`src/rtl/ten_bit_pc_sequencer_pkg.sv`:
```
// Shared definitions for the 10-bit fetch address sequencer.
package ten_bit_pc_sequencer_pkg;

  localparam int unsigned ADDR_W = 10;

  typedef enum logic [1:0] {
    ST_IDLE = 2'd0,
    ST_RUN  = 2'd1,
    ST_HALT = 2'd2
  } state_e;

endpackage

```
`src/rtl/ten_bit_incrementer.sv`:
```
// Combinational 10-bit +1 with carry-out.
module ten_bit_incrementer
  import ten_bit_pc_sequencer_pkg::*;
(
  input  logic [ADDR_W-1:0] a,
  output logic [ADDR_W-1:0] s,
  output logic              o
);

  assign {o, s} = {1'b0, a} + (ADDR_W + 1)'(1);

endmodule

```
`src/rtl/ten_bit_pc_sequencer.sv`:
```
// Registered fetch address sequencer: valid/ready issue, +1 per accepted
// transfer, absolute loads, sticky wrap flag and optional halt on wrap.
module ten_bit_pc_sequencer
  import ten_bit_pc_sequencer_pkg::*;
#(
  parameter logic [ADDR_W-1:0] RESET_PC     = 10'd0,
  parameter bit                HALT_ON_WRAP = 1'b1
) (
  input  logic              clk,
  input  logic              rst_n,
  input  logic              load,
  input  logic [ADDR_W-1:0] load_addr,
  output logic [ADDR_W-1:0] pc,
  output logic              pc_valid,
  input  logic              pc_ready,
  output logic              wrap,
  output logic              halted
);

  state_e            state, state_nxt;
  logic [ADDR_W-1:0] pc_nxt;
  logic              wrap_nxt;
  logic              pc_valid_nxt;
  logic              halted_nxt;
  logic [ADDR_W-1:0] inc_s;
  logic              inc_o;

  ten_bit_incrementer u_inc (
    .a (pc),
    .s (inc_s),
    .o (inc_o)
  );

  always_ff @(posedge clk or negedge rst_n) begin
    if (!rst_n) begin
      state    <= ST_IDLE;
      pc       <= RESET_PC;
      wrap     <= 1'b0;
      pc_valid <= 1'b0;
      halted   <= 1'b0;
    end else begin
      state    <= state_nxt;
      pc       <= pc_nxt;
      wrap     <= wrap_nxt;
      pc_valid <= pc_valid_nxt;
      halted   <= halted_nxt;
    end
  end

  // Load beats the handshake; the old pc still counts as transferred.
  always_comb begin
    state_nxt = state;
    pc_nxt    = pc;
    wrap_nxt  = wrap;
    unique case (state)
      ST_IDLE: begin
        state_nxt = ST_RUN;
        if (load) begin
          pc_nxt   = load_addr;
          wrap_nxt = 1'b0;
        end
      end
      ST_RUN: begin
        if (load) begin
          pc_nxt   = load_addr;
          wrap_nxt = 1'b0;
        end else if (pc_ready) begin
          pc_nxt = inc_s;
          if (inc_o) begin
            wrap_nxt = 1'b1;
            if (HALT_ON_WRAP) state_nxt = ST_HALT;
          end
        end
      end
      ST_HALT: begin
        if (load) begin
          pc_nxt    = load_addr;
          wrap_nxt  = 1'b0;
          state_nxt = ST_RUN;
        end
      end
      default: state_nxt = ST_IDLE;
    endcase
    pc_valid_nxt = (state_nxt == ST_RUN);
    halted_nxt   = (state_nxt == ST_HALT);
  end

endmodule

```
`config.mk`:
```
export PLATFORM = sky130hd
export DESIGN_NAME = ten_bit_pc_sequencer
export DESIGN_NICKNAME = d
export VERILOG_FILES = /design/src/rtl/ten_bit_pc_sequencer_pkg.sv /design/src/rtl/ten_bit_incrementer.sv /design/src/rtl/ten_bit_pc_sequencer.sv
export SDC_FILE = /design/constraint.sdc
export NUM_CORES = 1
export LEC_CHECK = 0
export CAP_MARGIN = 10
export CORE_UTILIZATION = 40
export CTS_CLUSTER_SIZE = 12
export DETAILED_ROUTE_END_ITERATION = 8
export PLACE_DENSITY_LB_ADDON = 0.08
export SETUP_SLACK_MARGIN = 0.02
export SYNTH_ARGS = -nofsm -noshare
export SYNTH_HDL_FRONTEND = slang
export SYNTH_SLANG_ARGS = --single-unit
```
`constraint.sdc`:
```
create_clock -name clk -period 1.4 [get_ports clk]
set_input_delay 0.28 -clock clk [delete_from_list [all_inputs] [get_ports clk]]
set_output_delay 0.28 -clock clk [all_outputs]
set_load 0.01 [all_outputs]
```
==> results.toml <==
[critical_path]
critical-path-max-stage-delay_ns = 0.37
cell_type_of_the_slowest_stage_on_the_worst_timing_path = "dfrtp_1"
worst_path_bufs_invs = 1
cp-start-kind = "flip-flop"
critPathRequiredTime_ns = 1.62
critPathMaxFanout = 3
path_class = "reg -> reg"
signal_arrival_time_at_the_worst_endpoint_ns = 1.62
cpLargestDelayFamily = "simple AND/OR/NAND/NOR gates"
cp_cell_sequence = "buf_6, ha_4, and4_4, nand3_4, or3_4, o21ai_2"
cp-end-kind = "flip-flop"

[yosys]
yosys-top-cells-count = "dfrtp_1 (15), a21oi_1 (13), nand2_1 (12)"
synthesis.yosys.warnings = 0
synth.avg_cell_area_sq_um = 8.81
synth_cell_types = 29
asr_flop_ratio_synth_pct = 100
post-synth-top-area-fraction_pct = 43.5
cells_after_synthesis = 98
postSynthRegisterBits = 15
synth-seq-area-share_pct = 43.5
leading_register_cell_type_out_of_synthesis = "dfrtp_1"
synth_top_area_cell = "dfrtp_1"
post-synth-top-count-cell = "dfrtp_1"
synth_enable_flop_cells = 0
syn-cell-area_sq_um = 863
most_area_consuming_cells_after_synthesis = "dfrtp_1 (43%), a21oi_1 (7.5%), nand2_1 (5.2%)"
post_synthesis_net_count = 113

[route]
number_of_detailed_routing_iterations_run_before_antenna_repair = 4
wirelength_microns = 2220
first_iter_violations = 20
ant_nets = 0
vias_per_cell = 5.33
average_detailed_routed_wire_length_per_instance_microns = 12.7
route.detailed.drc = 0
dr_total_vias = 933

[sta]
max_slew.worst_pin.slew_ns = 0.364
drv_slew = 0
unrepaired_setup_endpoints_after_global_routing = "true"
clock.fmax_mhz = 713
layout_min_cycle_time_ns = 1.40
slack_of_the_critical_path_ns = -0.00177
fin_skew_ns = 0.00366
hold-worst-slack_ns = 0.305
slew_headroom_pct = 75.8
timing.final.crit_share_pct = 100
hold_violations = 0
timing.final.setup_violations = 2

[floorplan]
die_footprint_sq_um = 2350
start_util_pct = 43.1
die_w_microns = 48.5
dieHeight_microns = 48.5
top_level_ports = 27
area_inside_the_core_boundary_sq_um = 2000
row_count = 16

[place]
portBuffers = 26
dp_hpwl_microns = 1430
gpl.final_weighted_congestion = 0.811
place_ws_ns = -0.213

[power_and_ir_drop]
power.ir.vdd_worst_v = 0.000609
post-layout-total-power_mw = 1.39
power.density_nw_per_um2 = 973
static-leakage-power_nw = 0.617

[grt]
globalRouteOverflowTotal = 0
grt_start_max_net_pins = 16
initial_antenna_violation_count = 0
globalRouteTotalUtil_pct = 19.1
grt_pass1_wl_microns = 3590
grt_pass1_vias = 837

[worst_hold_path]
hold_path_class = "in -> async"

[cts]
clock_tree.buffer_depth = 2
clk-insertion-delay-late_ns = 0.28
clkSlewWorstSetupHoldPaths_ns = 0.10
tritoncts = "done"
cts.sinks = 15
cts_root_buf = "clkbuf_4"
htreeDepth = 1
clock_buffer_count_from_cts = 3

[status]
outcome = "complete, but fails checks"
failed_checks = "negative setup slack"

[final_layout]
antenna_cells = 0
drive_above_1_share_pct = 31.1
finish.net_count = 164
syn2layout_area_growth_pct = 65.2

[flow_run]
drv_cap = 0
what timing repair did:
item                                    CTS  global route
resized for setup                        24             9
buffers inserted                          9             2
endpoints found under the setup margin   16            13
pin swaps                                 3             8
hold buffers                              0             0
final cells by class:
class | count | area [sq um]
multi-input cells | 73 | 519
clock buffers | 4 | 26.3
well taps | 27 | 33.8
inverters | 4 | 15.0
flip-flops and latches | 15 | 379
repair buffers | 52 | 453
fillers | 154 | 576
path summary, 6_finish.rpt:
path	from	endpoint	slack, ns	depth (start not counted)
worst min-delay path	rst_n	pc[8]	0.31	2
worst min register to register	wrap	wrap	0.55	2
worst max-delay path	pc[0]	state[1]	-0.002	6
worst max register to register	pc[0]	state[1]	-0.002	6
min in group clk	wrap	wrap	0.55	2
max in group asynchronous	rst_n	pc[2]	0.91	2
where the power goes:
| group | total (mW) | switching (mW) | internal, mW | leakage (nW) |
|---|---|---|---|---|
| Clock | 0.255 | 0.145 | 0.110 | 0.0150 |
| Combinational | 0.606 | 0.270 | 0.336 | 0.433 |
| Sequential | 0.526 | 0.0359 | 0.490 | 0.169 |
| Total | 1.39 | 0.451 | 0.937 | 0.617 |
sequential cells by signal, indices dropped and copies added (netlist names):
register and cells:
wrap 1, pc 10, halted 1, state 2, pc_valid 1
placed cells by master, fill, tap and decap left out, types with 3 or more instances in the layout:
| cell type | n |
|---|---|
| buf_4 | 23 |
| clkdlybuf4s50_1 | 13 |
| nand2_1 | 12 |
| dfrtp_1 | 12 |
| a21oi_1 | 11 |
| dlygate4sd2_1 | 11 |
| nand3_1 | 5 |
| inv_1 | 4 |
| o21ai_1 | 4 |
| a2bb2oi_1 | 4 |
| o21ai_0 | 3 |
| o22ai_1 | 3 |
| clkbuf_4 | 3 |
| dfrtp_2 | 3 |
| buf_6 | 3 |
metal layers:
layer	track usage [%]	vias up	part of all wire, %
met3	3.46	2	4.9
met1	27.1	438	48
met2	31.0	27	46
li1	-	466	-
met5	0	-	0
met4	2.94	0	0.68
per-stage QoR:
step / std cells / cell area [sq um] / utilization (%) / setup TNS (ns)
floorplan: 98 / 876 / - / -0.0604
global placement: 160 / 1250 / 62.6 / -1.70
detailed placement: 160 / 1250 / 62.6 / -2.06
CTS: 173 / 1380 / 68.8 / -0.0458
global route: 175 / 1430 / 71.3 / -0.431
finish: 175 / 1430 / 71.3 / -0.00200
logic make-up (layout without fill, tap and decap cells):
| kind of cell | after synthesis | in the layout | share of synthesized area, % |
|---|---|---|---|
| adders and majority gates | 1 | 1 | 1.45 |
| AOI/OAI and AO/OA | 38 | 38 | 26.8 |
| muxes | 1 | 1 | 1.16 |
| and+or+nand+nor | 33 | 33 | 21.9 |
| buffers and inverters | 10 | 60 | 5.22 |
| DFF | 15 | 15 | 43.5 |
Power figures use the tool's default switching activity.
